File: src/rtl/gt_reset_pkg.sv
// Shared types and helpers for the GT/QPLL reset sequencer.
// Holds the sequencer state encoding and the width helpers that size the
// shared phase timer and the retry counter from the top-level parameters.
package gt_reset_pkg;

  // Sequencer states, in the order a healthy bring-up walks through them.
  typedef enum logic [2:0] {
    HOLDOFF   = 3'd0,
    QPLL_RST  = 3'd1,
    WAIT_LOCK = 3'd2,
    GT_RST    = 3'd3,
    WAIT_DONE = 3'd4,
    READY     = 3'd5,
    FAIL      = 3'd6
  } gt_state_t;

  localparam int STATE_W = 3;

  // Width of the single down-counter shared by all timed states: wide enough
  // for the longest duration it ever has to hold, plus one bit of headroom.
  function automatic int timer_width(input int holdoff_cycles,
                                     input int lock_timeout_cycles,
                                     input int done_timeout_cycles,
                                     input int pulse_cycles);
    int longest;
    longest = holdoff_cycles;
    if (lock_timeout_cycles > longest) longest = lock_timeout_cycles;
    if (done_timeout_cycles > longest) longest = done_timeout_cycles;
    if (pulse_cycles > longest) longest = pulse_cycles;
    return $clog2(longest) + 1;
  endfunction

  // Width of the retry counter; never narrower than one bit so a design
  // built with no retries still has a legal port.
  function automatic int retry_width(input int max_retries);
    if (max_retries < 1) return 1;
    return $clog2(max_retries + 1);
  endfunction

endpackage

File: src/rtl/gt_lane_rx_restart.sv
// Per-lane RX re-reset pulse generator.
// While enabled (sequencer sitting in READY), a single-cycle restart request
// starts a PULSE_CYCLES long GT RX reset on this lane and drops the lane's
// RX user-ready for the same cycles. A request during a running pulse starts
// the count again. Dropping the enable aborts the pulse immediately.
// The override outputs are next-cycle values; the top registers them
// together with its other outputs so every pin leaves a flop.
module gt_lane_rx_restart #(
  parameter int PULSE_CYCLES = 3
) (
  input  logic clk_i,
  input  logic rst_i,
  input  logic en_i,
  input  logic restart_i,
  output logic rxreset_ovr_o,
  output logic rxuserrdy_drop_o
);

  localparam int LW = $clog2(PULSE_CYCLES + 1);
  localparam logic [LW-1:0] PULSE_LD = LW'(PULSE_CYCLES);

  logic [LW-1:0] cnt_q;
  logic [LW-1:0] cnt_d;

  // Remaining pulse cycles: reload on request, count down, clear when disabled.
  always_comb begin
    cnt_d = '0;
    if (en_i) begin
      if (restart_i) begin
        cnt_d = PULSE_LD;
      end else if (cnt_q != '0) begin
        cnt_d = cnt_q - 1'b1;
      end
    end
  end

  // Pulse counter register.
  always_ff @(posedge clk_i) begin
    if (rst_i) begin
      cnt_q <= '0;
    end else begin
      cnt_q <= cnt_d;
    end
  end

  assign rxreset_ovr_o    = (cnt_d != '0);
  assign rxuserrdy_drop_o = (cnt_d != '0);

endmodule

File: src/rtl/gt_reset_sequencer.sv
// Multi-lane GT/QPLL reset sequencer for the 10G PHY (156.25 MHz domain).
// Sequence: post-configuration hold-off, QPLL reset pulse, wait for QPLL lock
// (with timeout and bounded retry), GT TX/RX reset pulse on all lanes, wait
// for every lane's reset-done, then READY. In READY each lane can be given an
// independent RX re-reset pulse.
//
// Build option GT_RESET_LOCK_MONITOR_EN:
//   defined   - losing qplllock_i in READY restarts from the QPLL reset with a
//               fresh retry budget.
//   undefined - READY ignores qplllock_i and is left only through rst_i.
//
// All outputs come straight from flops. They are loaded from the next-state
// decode, so each output shows the value belonging to the state the
// sequencer occupies in that cycle.
module gt_reset_sequencer
  import gt_reset_pkg::*;
#(
  parameter int NUM_LANES           = 8,
  parameter int HOLDOFF_CYCLES      = 128,
  parameter int PULSE_CYCLES        = 3,
  parameter int LOCK_TIMEOUT_CYCLES = 65536,
  parameter int DONE_TIMEOUT_CYCLES = 65536,
  parameter int MAX_RETRIES         = 3
) (
  input  logic                                   clk_i,
  input  logic                                   rst_i,
  input  logic                                   qplllock_i,
  input  logic [NUM_LANES-1:0]                   txresetdone_i,
  input  logic [NUM_LANES-1:0]                   rxresetdone_i,
  input  logic [NUM_LANES-1:0]                   rx_restart_i,
  output logic                                   qpllreset_o,
  output logic [NUM_LANES-1:0]                   gttxreset_o,
  output logic [NUM_LANES-1:0]                   gtrxreset_o,
  output logic [NUM_LANES-1:0]                   txuserrdy_o,
  output logic [NUM_LANES-1:0]                   rxuserrdy_o,
  output logic                                   ready_o,
  output logic                                   fail_o,
  output logic [retry_width(MAX_RETRIES)-1:0]    retry_cnt_o,
  output logic [STATE_W-1:0]                     dbg_state_o
);

  localparam int CNT_W = timer_width(HOLDOFF_CYCLES, LOCK_TIMEOUT_CYCLES,
                                     DONE_TIMEOUT_CYCLES, PULSE_CYCLES);
  localparam int RW    = retry_width(MAX_RETRIES);

  // Timer reload values: the counter expires when it reaches zero, so a
  // state lasting N cycles is entered with N-1.
  localparam logic [CNT_W-1:0] LD_HOLDOFF = CNT_W'(HOLDOFF_CYCLES - 1);
  localparam logic [CNT_W-1:0] LD_PULSE   = CNT_W'(PULSE_CYCLES - 1);
  localparam logic [CNT_W-1:0] LD_LOCK    = CNT_W'(LOCK_TIMEOUT_CYCLES - 1);
  localparam logic [CNT_W-1:0] LD_DONE    = CNT_W'(DONE_TIMEOUT_CYCLES - 1);
  localparam logic [RW-1:0]    RETRY_MAX  = RW'(MAX_RETRIES);

  gt_state_t             state_q;
  gt_state_t             state_d;
  logic [CNT_W-1:0]      cnt_q;
  logic [CNT_W-1:0]      cnt_d;
  logic [RW-1:0]         retry_q;
  logic [RW-1:0]         retry_d;
  logic                  expired;
  logic                  retry_req;
  logic                  all_done;
  logic                  lane_en;
  logic [NUM_LANES-1:0]  lane_rst_d;
  logic [NUM_LANES-1:0]  lane_drop_d;

  // Next-cycle output values, decoded from the next state.
  logic                  qpllreset_d;
  logic                  gt_all_d;
  logic                  userrdy_d;
  logic [NUM_LANES-1:0]  gttxreset_d;
  logic [NUM_LANES-1:0]  gtrxreset_d;
  logic [NUM_LANES-1:0]  txuserrdy_d;
  logic [NUM_LANES-1:0]  rxuserrdy_d;
  logic                  ready_d;
  logic                  fail_d;

  // Duration loaded into the shared timer when a state is entered.
  function automatic logic [CNT_W-1:0] load_for(input gt_state_t s);
    logic [CNT_W-1:0] v;
    v = '0;
    unique case (s)
      HOLDOFF:   v = LD_HOLDOFF;
      QPLL_RST:  v = LD_PULSE;
      WAIT_LOCK: v = LD_LOCK;
      GT_RST:    v = LD_PULSE;
      WAIT_DONE: v = LD_DONE;
      default:   v = '0;
    endcase
    return v;
  endfunction

  assign expired  = (cnt_q == '0);
  assign all_done = (&txresetdone_i) & (&rxresetdone_i);

  // Next-state, timer and retry-budget decode.
  always_comb begin
    state_d   = state_q;
    cnt_d     = cnt_q;
    retry_d   = retry_q;
    retry_req = 1'b0;

    if (cnt_q != '0) begin
      cnt_d = cnt_q - 1'b1;
    end

    unique case (state_q)
      HOLDOFF: begin
        if (expired) state_d = QPLL_RST;
      end
      QPLL_RST: begin
        if (expired) state_d = WAIT_LOCK;
      end
      WAIT_LOCK: begin
        // Lock is checked first so a lock arriving on the last timeout
        // cycle still counts as success.
        if (qplllock_i) begin
          state_d = GT_RST;
        end else if (expired) begin
          retry_req = 1'b1;
        end
      end
      GT_RST: begin
        if (expired) state_d = WAIT_DONE;
      end
      WAIT_DONE: begin
        // A QPLL that drops lock invalidates the GT resets in flight.
        if (!qplllock_i) begin
          retry_req = 1'b1;
        end else if (all_done) begin
          state_d = READY;
        end else if (expired) begin
          retry_req = 1'b1;
        end
      end
      READY: begin
`ifdef GT_RESET_LOCK_MONITOR_EN
        if (!qplllock_i) begin
          state_d = QPLL_RST;
          retry_d = '0;
        end
`endif
      end
      FAIL: begin
        state_d = FAIL;
      end
      default: begin
        state_d = HOLDOFF;
      end
    endcase

    // Shared retry path: re-run the QPLL reset while budget remains.
    if (retry_req) begin
      if (retry_q < RETRY_MAX) begin
        retry_d = retry_q + 1'b1;
        state_d = QPLL_RST;
      end else begin
        state_d = FAIL;
      end
    end

    if (state_d != state_q) begin
      cnt_d = load_for(state_d);
    end
  end

  // Lanes accept restarts only while the sequencer is in READY and stays
  // there; any exit from READY clears every lane pulse.
  assign lane_en = (state_q == READY) && (state_d == READY);

  for (genvar g = 0; g < NUM_LANES; g++) begin : g_lane
    gt_lane_rx_restart #(
      .PULSE_CYCLES (PULSE_CYCLES)
    ) u_lane (
      .clk_i            (clk_i),
      .rst_i            (rst_i),
      .en_i             (lane_en),
      .restart_i        (rx_restart_i[g]),
      .rxreset_ovr_o    (lane_rst_d[g]),
      .rxuserrdy_drop_o (lane_drop_d[g])
    );
  end

  // Output decode from the next state plus the per-lane overrides.
  always_comb begin
    qpllreset_d = (state_d == HOLDOFF) || (state_d == QPLL_RST) || (state_d == FAIL);
    gt_all_d    = (state_d == HOLDOFF) || (state_d == QPLL_RST) ||
                  (state_d == WAIT_LOCK) || (state_d == GT_RST) || (state_d == FAIL);
    userrdy_d   = (state_d == WAIT_DONE) || (state_d == READY);
    gttxreset_d = {NUM_LANES{gt_all_d}};
    gtrxreset_d = {NUM_LANES{gt_all_d}} | lane_rst_d;
    txuserrdy_d = {NUM_LANES{userrdy_d}};
    rxuserrdy_d = {NUM_LANES{userrdy_d}} & ~lane_drop_d;
    ready_d     = (state_d == READY);
    fail_d      = (state_d == FAIL);
  end

  // State, timer, retry budget and all output flops.
  always_ff @(posedge clk_i) begin
    if (rst_i) begin
      state_q     <= HOLDOFF;
      cnt_q       <= LD_HOLDOFF;
      retry_q     <= '0;
      qpllreset_o <= 1'b1;
      gttxreset_o <= '1;
      gtrxreset_o <= '1;
      txuserrdy_o <= '0;
      rxuserrdy_o <= '0;
      ready_o     <= 1'b0;
      fail_o      <= 1'b0;
    end else begin
      state_q     <= state_d;
      cnt_q       <= cnt_d;
      retry_q     <= retry_d;
      qpllreset_o <= qpllreset_d;
      gttxreset_o <= gttxreset_d;
      gtrxreset_o <= gtrxreset_d;
      txuserrdy_o <= txuserrdy_d;
      rxuserrdy_o <= rxuserrdy_d;
      ready_o     <= ready_d;
      fail_o      <= fail_d;
    end
  end

  assign retry_cnt_o = retry_q;
  assign dbg_state_o = state_q;

endmodule
File: config.mk
export PLATFORM = sky130hd
export DESIGN_NAME = gt_reset_sequencer
export DESIGN_NICKNAME = d
export VERILOG_FILES = /design/src/rtl/gt_reset_pkg.sv /design/src/rtl/gt_lane_rx_restart.sv /design/src/rtl/gt_reset_sequencer.sv
export SDC_FILE = /design/constraint.sdc
export NUM_CORES = 1
export LEC_CHECK = 0
export BUFFER_PORTS_ARGS = -buffer_cell sky130_fd_sc_hd__buf_2
export CAP_MARGIN = 20
export CORE_ASPECT_RATIO = 0.9
export CORE_UTILIZATION = 48
export CTS_CLUSTER_DIAMETER = 50
export DETAILED_ROUTE_END_ITERATION = 8
export PLACE_DENSITY = 0.76
export SETUP_SLACK_MARGIN = 0.02
export SYNTH_ARGS = -nofsm -noshare
export SYNTH_HDL_FRONTEND = slang
export SYNTH_HIERARCHICAL = 1
export SYNTH_SLANG_ARGS = --single-unit
export TNS_END_PERCENT = 5
File: constraint.sdc
create_clock -name clk_i -period 2.4 [get_ports clk_i]
set_clock_uncertainty 0.15 [all_clocks]
set_input_delay 0.24 -clock clk_i [delete_from_list [all_inputs] [get_ports clk_i]]
set_output_delay 0.24 -clock clk_i [all_outputs]
set_load 0.02 [all_outputs]
==> qor.yml, run 1 <==
yosys:
  yosysTopAreaCell: "dfxtp_1"
  synth_common_cells: "dfxtp_1 (59), nor2_1 (31), buf_4 (22), nand2b_1 (17)"
  netlist.area_leader.share: 0.423
  synthTopCellsByArea: "dfxtp_1 (42%), buf_4 (5.9%), nor2_1 (4.2%)"
  synth_cells: 301
  ys_seq_elements: 59
  synth.avg_cell_area_um2: 9.27
  async_flop_share: 0
  ys.flop_type: "dfxtp_1"
  yosys_warnings: 6
  ys_types: 54
  syn_area_um2: 2790
  synth_nets: 331
  synth.most_common_cell: "dfxtp_1"
  synth_edf_count: 0
  synth.yosys.seq_area_share: 0.423
worst_hold_path:
  whs_path_depth: 3
  hold_class: "in -> reg"
critical_path:
  timing.rr.end: "rxuserrdy_o[2]"
  worstPathCellList: "nor4_4 > nand4_2 > or4_4 > a21o_1 > o211ai_4 > clkbuf_16 > nor2_2"
  cp.arrival_ps: 2460
  endpoint_kind: "flop"
  crit_fanout: 5
  r2r_slack_ps: 8
  endpoint: "rxuserrdy_o[2]"
  critPathBufInv: 1
  cp-startpoint: "cnt_q[7]"
  timing.rr.start: "cnt_q[7]"
  max_stage_delay_ps: 490
  crit_required_ps: 2470
  slowest_stage: "or4_4"
  r2r_cells: 7
  path_class: "reg -> reg"
  cp_top_family: "simple AND/OR/NAND/NOR gates"
  cp.depth: 7
  start_kind: "flop"
pwr:
  p_clk_frac: 0.464
  power.leakage_nw: 1.51
  p_seq_frac: 0.486
  p_switching_mw: 0.436
  power_frac_comb: 0.050
  switching_share: 0.215
  power.internal_mw: 1.60
  ir_drop_uv: 425
  power_density_nw_per_um2: 559
routing:
  first_iter_violations: 112
  final_antenna_net_count: 0
  met2_length_um: 3080
  drt_wl_total_um: 6530
  route.met3.wl_um: 476
  highest_layer: "met4"
  wl_met1_um: 2910
  via_per_inst: 5.34
  via_count: 2431
  post-route-drc-count: 0
  firstDrtPassIters: 5
  routedWlPerCell_um: 14.4
clock_tree:
  cts_sinks: 59
  clk_pin_slew_ps: 70
  cts_htree_levels: 3
  cts_root_buf: "clkbuf_8"
  cts_buffer_depth: 2
  cts_tree: "yes"
  insertion_delay_ps: 330
  cts_made_buffers: 9
global_route:
  grtUsageTotal: 0.212
  grt_overflow: 0
  grt_pass1_vias: 2154
  antenna_found_initial: 0
  grt_start_max_net_pins: 27
  grt_pass1_wl_um: 9580
placement:
  routabilityCongestion: 0.823
  post_dp_cell_area_um2: 3160
  hpwlAfterDp_um: 4070
  port_buffers: 66
sta:
  period_minus_slack_ps: 2390
  hold_ws_ps: 19.0
  tns_ps: 0
  clock.fmax_ghz: 0.418
  tightest_slew_ps: 586
  grt_setup_unrepaired: "true"
  setup_viol_count_final: 0
  relSlewSlack: 0.609
  fin_crit_sh: 0.997
  hold_violations: 0
  drv_slew: 0
final_layout:
  n_antenna_cell: 0
  area_growth_pct: 30.2
  drive_gt1_frac: 0.420
  fin_nets: 413
  fill_cells: 422
  final_area_um2: 3630
run:
  maxCapViolations: 0
floorplanning:
  ios: 67
  die_w_um: 82.4
  core_um2: 5410
  die_area_um2: 6120
  num_rows: 25
  die_height_um: 74.3
  start_util: 0.516
outcome:
  status: "finished, final reports clean"
==> final cells by class <==
cell class                 count  area [um2]  share of cell area
clock inverter                 4        47.5              0.0131
clock buffer                  12         165              0.0455
timing repair buffer         100         654               0.180
inverter                      15        56.3              0.0155
multi-input combinational    198        1440               0.395
tap                           67        83.8              0.0231
sequential                    59        1190               0.328
==> power groups by stage <==
| stage | clock network, mW | registers (mW) | logic (mW) |
|---|---|---|---|
| floorplan | 0 | 1.01 | 0.0330 |
| global placement | 0 | 1.01 | 0.0748 |
| detailed placement | 0 | 1.01 | 0.0773 |
| CTS | 0.963 | 0.987 | 0.0873 |
| global route | 1.02 | 0.986 | 0.111 |
| finish | 0.943 | 0.987 | 0.101 |
==> worst register-to-register path: cells and delay by family, from the launching register on <==
kind / cells / cell delay [ps]
and+or+nand+nor: 4 / 1150
AOI/OAI and AO/OA: 2 / 390
DFF: 1 / 360
buffers and inverters: 1 / 240
==> worst min-delay path by stage <==
stage | start | endpoint | slack, ps
after floorplan | rx_restart_i[0] | g_lane[0].u_lane/cnt_q[1] | 210
after global placement | g_lane[6].u_lane/cnt_q[0] | g_lane[6].u_lane/cnt_q[1] | 300
after detailed placement | g_lane[6].u_lane/cnt_q[0] | g_lane[6].u_lane/cnt_q[1] | 310
after CTS | rx_restart_i[3] | g_lane[3].u_lane/cnt_q[1] | 8
after global routing | rx_restart_i[3] | g_lane[3].u_lane/cnt_q[1] | 10
final | rx_restart_i[3] | g_lane[3].u_lane/cnt_q[1] | 20
==> routing by layer <==
layer / GRT usage / vias up
li1: - / 1198
met1: 0.264 / 1128
met2: 0.339 / 101
met3: 0.0785 / 4
met4: 0.0721 / 0
met5: 0 / -
==> cells in the final DEF (no fill, tap or decap), drive strengths merged, types with 3 or more instances in the layout <==
master | netlist | layout
clkbuf | 5 | 14
nor3 | 6 | 6
dlygate4sd3 | 0 | 7
or4 | 4 | 4
xnor2 | 8 | 8
nand2b | 17 | 17
a21oi | 23 | 23
a21o | 3 | 3
nor4 | 7 | 7
ha | 3 | 3
o21ai | 14 | 14
inv | 15 | 15
dfxtp | 59 | 59
nor2 | 39 | 39
nand4 | 6 | 6
xor2 | 7 | 7
or2 | 9 | 9
o21a | 8 | 8
buf | 25 | 91
a221oi | 6 | 6
nand2 | 12 | 12
==> registers in the layout, summed over array words and instances (netlist names) <==
signal               count
g_lane.u_lane/cnt_q     16
retry_cnt_o              2
rxuserrdy_o              8
txuserrdy_o              1
gttxreset_o              1
gtrxreset_o              8
cnt_q                   17
qpllreset_o              1
ready_o                  1
dbg_state_o              3
fail_o                   1
==> cells by family after synthesis <==
family | Yosys count | share of synthesized area
AND/OR/NAND/NOR | 109 | 0.232
AO/OA/AOI/OAI | 69 | 0.186
flip-flops | 59 | 0.423
buffers and inverters | 45 | 0.0946
XOR/XNOR | 15 | 0.0471
adder cells (fa/ha/maj) | 3 | 0.0135
multiplexers | 1 | 0.00359
==> metrics by stage <==
step / instances / util / setup WS [ps] / total power, mW
CTS: 448 / 0.642 / 45.9 / 2.04
detailed placement: 424 / 0.584 / 8.04 / 1.09
global placement: 424 / 0.584 / -13.1 / 1.08
floorplan: 301 / - / 35.7 / 1.04
global route: 455 / 0.671 / -62.7 / 2.11
finish: 455 / 0.671 / 8.32 / 2.03
==> repair_timing <==
action | 4_1_cts | 5_1_grt
hold endpoints to repair | 7 | 0
buffers inserted | 0 | 4
hold buffers | 7 | 0
endpoints found under the setup margin | 14 | 31
gates cloned | 1 | 3
resized for setup | 5 | 23
pin swaps | 1 | 11
Note: power is estimated with default switching activity, not from simulation.
==> run 2: changes to the inputs <==
--- a/config.mk
+++ b/config.mk
@@ -7,11 +7,13 @@
 export LEC_CHECK = 0
 export BUFFER_PORTS_ARGS = -buffer_cell sky130_fd_sc_hd__buf_2
 export CAP_MARGIN = 20
+export CELL_PAD_IN_SITES_DETAIL_PLACEMENT = 1
+export CELL_PAD_IN_SITES_GLOBAL_PLACEMENT = 1
 export CORE_ASPECT_RATIO = 0.9
-export CORE_UTILIZATION = 48
+export CORE_UTILIZATION = 30
 export CTS_CLUSTER_DIAMETER = 50
 export DETAILED_ROUTE_END_ITERATION = 8
-export PLACE_DENSITY = 0.76
+export PLACE_DENSITY_LB_ADDON = 0.1
 export SETUP_SLACK_MARGIN = 0.02
 export SYNTH_ARGS = -nofsm -noshare
 export SYNTH_HDL_FRONTEND = slang
==> run 2 against run 1 <==
  * Combinational power fell by 6%
  * Fmax grew 2.2%
  * First-iteration DRC count down 35%
  * Critical path depth grew 3
  * Flip-flop and latch count unchanged
  * Power fell by 0.35%
==> qor.yml, run 2 (synthesis gave the netlist of run 1 again) <==
outcome:
  status: "finished, final reports clean"
floorplanning:
  ios: 67
  die_w_um: 104
  start_util: 0.307
  die_height_um: 93.5
  num_rows: 33
  die_area_um2: 9690
  core_um2: 9080
critical_path:
  path_class: "reg -> reg"
  endpoint_kind: "flop"
  crit_required_ps: 2480
  max_stage_delay_ps: 460
  cp.arrival_ps: 2420
  crit_fanout: 5
  cp-startpoint: "cnt_q[0]"
  start_kind: "flop"
  slowest_stage: "or4_4"
  timing.rr.start: "cnt_q[0]"
  critPathBufInv: 3
  r2r_slack_ps: 60
  worstPathCellList: "inv_2 > ha_4 > nor4b_4 > nand4_2 > or4_4 > a21o_1 > o211ai_4 > clkbuf_16 > buf_12 > nor2_2"
  cp_top_family: "simple AND/OR/NAND/NOR gates"
sta:
  clock.fmax_ghz: 0.427
  drv_slew: 0
  hold_ws_ps: 12.6
  tightest_slew_ps: 523
  hold_violations: 0
  relSlewSlack: 0.651
  fin_crit_sh: 0.975
  setup_viol_count_final: 0
  grt_setup_unrepaired: "true"
  period_minus_slack_ps: 2340
placement:
  routabilityCongestion: 0.763
  port_buffers: 66
  hpwlAfterDp_um: 5050
routing:
  via_count: 2438
  drt_wl_total_um: 7110
  via_per_inst: 4.65
  first_iter_violations: 73
  post-route-drc-count: 0
  final_antenna_net_count: 0
  routedWlPerCell_um: 13.6
  firstDrtPassIters: 4
pwr:
  finalPower_mw: 2.02
  ir_drop_uv: 272
  power_density_nw_per_um2: 535
  power.leakage_nw: 1.57
global_route:
  grtUsageTotal: 0.154
  grt_start_max_net_pins: 17
  antenna_found_initial: 0
  grt_pass1_vias: 2356
  grt_overflow: 0
  grt_pass1_wl_um: 11700
final_layout:
  n_antenna_cell: 0
  area_growth_pct: 35.7
  ff_latch_area_um2: 1180
  final_cell_mix: "buf_2 (66), dfxtp_1 (57), buf_4 (41)"
  reg_top3: "cnt_q: 17 flops, g_lane.u_lane/cnt_q: 16 flops"
  fin_nets: 428
  drive_gt1_frac: 0.448
  multi_input_comb_area_um2: 1430
  layout_commonest_cell: "buf_2"
  largest_reg_flops: 17
  fill_cells: 1083
  top_register: "cnt_q"
clock_tree:
  insertion_delay_ps: 340
  clk_pin_slew_ps: 70
  cts_sinks: 59
  cts_buffer_depth: 2
  cts_made_buffers: 9
  cts_tree: "yes"
  cts_root_buf: "clkbuf_8"
  cts_htree_levels: 3
worst_hold_path:
  hold_class: "in -> reg"
  hold_path_startpoint: "rx_restart_i[2]"
run:
  maxCapViolations: 0
-- run 2: cell count changes in the layout (fill, tap and decap cells not counted), sizes merged --
cell | previous run | this run
clkbuf | 14 | 12
buf | 91 | 111
a221o | 2 | 1
clkinvlp | 1 | 2
clkinv | 2 | 1
dlygate4sd3 | 7 | 4
-- run 2: path summary, 6_finish.rpt --
kind | endpoint | depth (start not counted)
max reg2reg | rxuserrdy_o[4] | 10
min | g_lane[2].u_lane/cnt_q[1] | 3
min reg2reg | g_lane[5].u_lane/cnt_q[1] | 2
max | rxuserrdy_o[4] | 10
-- run 2: metal layers --
metal / wire [um] / GRT usage / vias to the layer above
met4: 83 / 0.0536 / 0
li1: - / - / 1224
met5: 0 / 0 / -
met2: 2990 / 0.238 / 67
met1: 3660 / 0.203 / 1139
met3: 383 / 0.0467 / 8
-- run 2: metrics by stage --
step,utilization,TNS (ps),setup WS [ps],cell area [um2],instances
2_1_floorplan,-,0,35.7,2790,301
3_3_place_gp,0.371,-642,-88.1,3370,498
3_5_place_dp,0.371,-1140,-106,3370,498
4_1_cts,0.406,0,8.14,3680,520
5_1_grt,0.417,-413,-55.4,3790,524
6_report,0.417,0,59.8,3790,524
-- run 2: area by class of cell --
cell class,instances,area share
clock buffers,11,0.0400
multi-input cells,197,0.377
inverters,15,0.0149
flip-flops and latches,59,0.313
repair buffers,116,0.202
well taps,122,0.0403
clock inverters,4,0.0132
-- run 2: timing repair --
action	4_1_cts	5_1_grt
hold endpoints to repair	5	0
gates resized for setup	9	21
endpoints found under the setup margin	34	41
gates cloned	1	0
buffers inserted	2	4
hold buffers	4	0
pin swaps	4	10
-- run 2: report_power, final --
part	total [mW]	leakage [nW]	internal, mW	switching, mW
clock network	0.942	0.0974	0.529	0.413
registers	0.988	0.476	0.984	0.00382
logic	0.0949	0.994	0.0471	0.0478
total	2.02	1.57	1.56	0.465
-- run 2: worst register-to-register path, delay by kind of cell, from the launching register on --
| kind | cells | cell delay (ps) |
|---|---|---|
| flip-flops | 1 | 320 |
| AO/OA/AOI/OAI | 2 | 340 |
| buffers and inverters | 3 | 390 |
| AND/OR/NAND/NOR | 4 | 900 |
| adder cells (fa/ha/maj) | 1 | 130 |
==> run 3: changes to the inputs <==
--- a/config.mk
+++ b/config.mk
@@ -10,10 +10,12 @@
 export CELL_PAD_IN_SITES_DETAIL_PLACEMENT = 1
 export CELL_PAD_IN_SITES_GLOBAL_PLACEMENT = 1
 export CORE_ASPECT_RATIO = 0.9
+export CORE_MARGIN = 1.5
 export CORE_UTILIZATION = 30
 export CTS_CLUSTER_DIAMETER = 50
 export DETAILED_ROUTE_END_ITERATION = 8
 export PLACE_DENSITY_LB_ADDON = 0.1
+export REMOVE_ABC_BUFFERS = 1
 export SETUP_SLACK_MARGIN = 0.02
 export SYNTH_ARGS = -nofsm -noshare
 export SYNTH_HDL_FRONTEND = slang
==> run 3 against run 2 <==
  * Combinational power up 15%
  * The run now ends with negative setup slack left
  * Power rose by 0.46%
  * Sequential power about the same
  * Setup slack got worse by 75 ps
  * Highest routed layer unchanged
  * Largest power group unchanged
  * Global-route usage increased by 0.35 points
  * Register-to-register slack got worse by 80 ps
  * Largest cell class unchanged
  * Via count is 0.12% lower
==> qor.yml, run 3 (synthesis gave the netlist of run 1 again) <==
placement:
  port_buffers: 66
  hpwlAfterDp_um: 4990
  post_dp_cell_area_um2: 3330
  pre_cts_slack_ps: -45.6
  routabilityCongestion: 0.800
critical_path:
  r2r_slack_ps: -20
  max_stage_delay_ps: 450
  crit_required_ps: 2470
  timing.rr.end: "rxuserrdy_o[7]"
  worstPathCellList: "nor4_4 > buf_4 > nand4_2 > or4_4 > a21o_1 > o211ai_4 > buf_4 > buf_16 > nor2_2"
  crit_fanout: 5
  start_kind: "flop"
  cp.arrival_ps: 2490
  timing.rr.start: "cnt_q[11]"
  path_class: "reg -> reg"
  slowest_stage: "or4_4"
  endpoint_kind: "flop"
  crit_top_cell: "buf_4"
  r2r_cells: 9
final_layout:
  n_antenna_cell: 0
  final_cell_mix: "buf_2 (66), dfxtp_1 (56), buf_4 (45)"
  final_area_um2: 3870
  layout_commonest_cell: "buf_2"
  top_register: "cnt_q"
  drive_gt1_frac: 0.467
  largest_reg_flops: 17
  area_growth_pct: 38.9
  fin_nets: 434
  reg_top3: "cnt_q: 17 flops, g_lane.u_lane/cnt_q: 16 flops"
global_route:
  grt_start_max_net_pins: 19
  grt_pass1_wl_um: 12200
  grt_pass1_vias: 2472
  grt_overflow: 0
  antenna_found_initial: 0
  grtUsageTotal: 0.157
clock_tree:
  cts_root_buf: "clkbuf_8"
  cts_sinks: 59
  insertion_delay_ps: 330
  cts_made_buffers: 9
  cts_htree_levels: 3
  cts_buffer_depth: 2
  cts_tree: "yes"
  clk_pin_slew_ps: 70
floorplanning:
  die_w_um: 105
  core_um2: 9080
  ios: 67
  start_util: 0.307
  die_area_um2: 9890
  num_rows: 33
  die_height_um: 94.5
worst_hold_path:
  holdPathEnd: "g_lane[6].u_lane/cnt_q[1]"
  hold_class: "in -> reg"
  whs_path_depth: 3
  hold_path_startpoint: "rx_restart_i[6]"
sta:
  layout_setup_ws_ps: -15.4
  clock.fmax_ghz: 0.414
  relSlewSlack: 0.751
  hold_violations: 0
  grt_setup_unrepaired: "true"
  setup_viol_count_final: 8
  hold_ws_ps: 24.2
  tightest_slew_ps: 370
  period_minus_slack_ps: 2420
  fin_crit_sh: 1.01
  drv_slew: 0
routing:
  firstDrtPassIters: 4
  wl_met1_um: 3600
  met2_length_um: 3550
  first_iter_violations: 81
  final_antenna_net_count: 0
  post-route-drc-count: 0
  highest_layer: "met4"
  drt_wl_total_um: 7480
  route.met3.wl_um: 229
  via_count: 2435
  routedWlPerCell_um: 14.1
  via_per_inst: 4.60
pwr:
  power_density_nw_per_um2: 525
  ir_drop_uv: 328
  power.leakage_nw: 1.61
outcome:
  status: "finished with violations"
  violations: "negative setup slack"
run:
  maxCapViolations: 0
run 3: cell count changes in the layout (fill, tap and decap cells not counted), sizes merged:
cell,delta
a221o,+1
buf,+4
bufbuf,+1
clkinvlp,-2
dlygate4sd3,+1
run 3: report_power, final:
| group | total (mW) | switching (mW) | internal [mW] | leakage [nW] |
|---|---|---|---|---|
| Sequential | 0.988 | 0.00351 | 0.984 | 0.476 |
| Combinational | 0.109 | 0.0523 | 0.0568 | 1.03 |
| Clock | 0.937 | 0.385 | 0.552 | 0.104 |
| Total | 2.03 | 0.441 | 1.59 | 1.61 |
run 3: area by class of cell:
cell class | instances | area [um2]
Fill cell | 1092 | 5210
Multi-Input combinational cell | 198 | 1470
Clock inverter | 2 | 35.0
Tap cell | 122 | 153
Timing Repair Buffer | 121 | 812
Sequential cell | 59 | 1180
Clock buffer | 12 | 165
Inverter | 15 | 56.3
run 3: per-layer routing:
metal  up-vias  global-route usage
li1       1235                   -
met1      1164               0.207
met2        28               0.250
met3         8              0.0414
met4         0              0.0548
met5         -                   0
run 3: stage by stage:
stage	TNS, ps	instances	total power [mW]	util
after floorplan	-4140	271	1.04	-
after global placement	-86.1	493	1.09	0.367
after detailed placement	-780	493	1.09	0.367
after CTS	-266	524	2.06	0.415
after global routing	-1520	529	2.12	0.427
final	-88.0	529	2.03	0.427
run 3: worst max-delay path: cells and delay by family, from the launching register on:
kind | cells | cell delay [ps]
DFF | 1 | 350
and+or+nand+nor | 4 | 1010
AOI/OAI and AO/OA | 2 | 320
buffers and inverters | 3 | 480
run 3: timing repair:
action                                  CTS  global route
hold buffers                              5             0
cloned                                    3             0
gates resized for setup                  18            21
endpoints found under the hold margin     7             0
pin swaps                                 9             9
setup buffers                             9             6
endpoints found under the setup margin   36            42
run 3: worst max path at each step:
stage          slack, ps  cells past startpoint        endpoint           start
2_1_floorplan       -360                      6  gtrxreset_o[0]  dbg_state_o[0]
3_3_place_gp         -10                     10        cnt_q[0]        cnt_q[0]
6_report             -20                      9  rxuserrdy_o[7]       cnt_q[11]
3_5_place_dp         -50                     10  gtrxreset_o[1]        cnt_q[0]
5_1_grt             -110                      8  rxuserrdy_o[2]       cnt_q[15]
4_1_cts              -30                     11  rxuserrdy_o[7]        cnt_q[1]
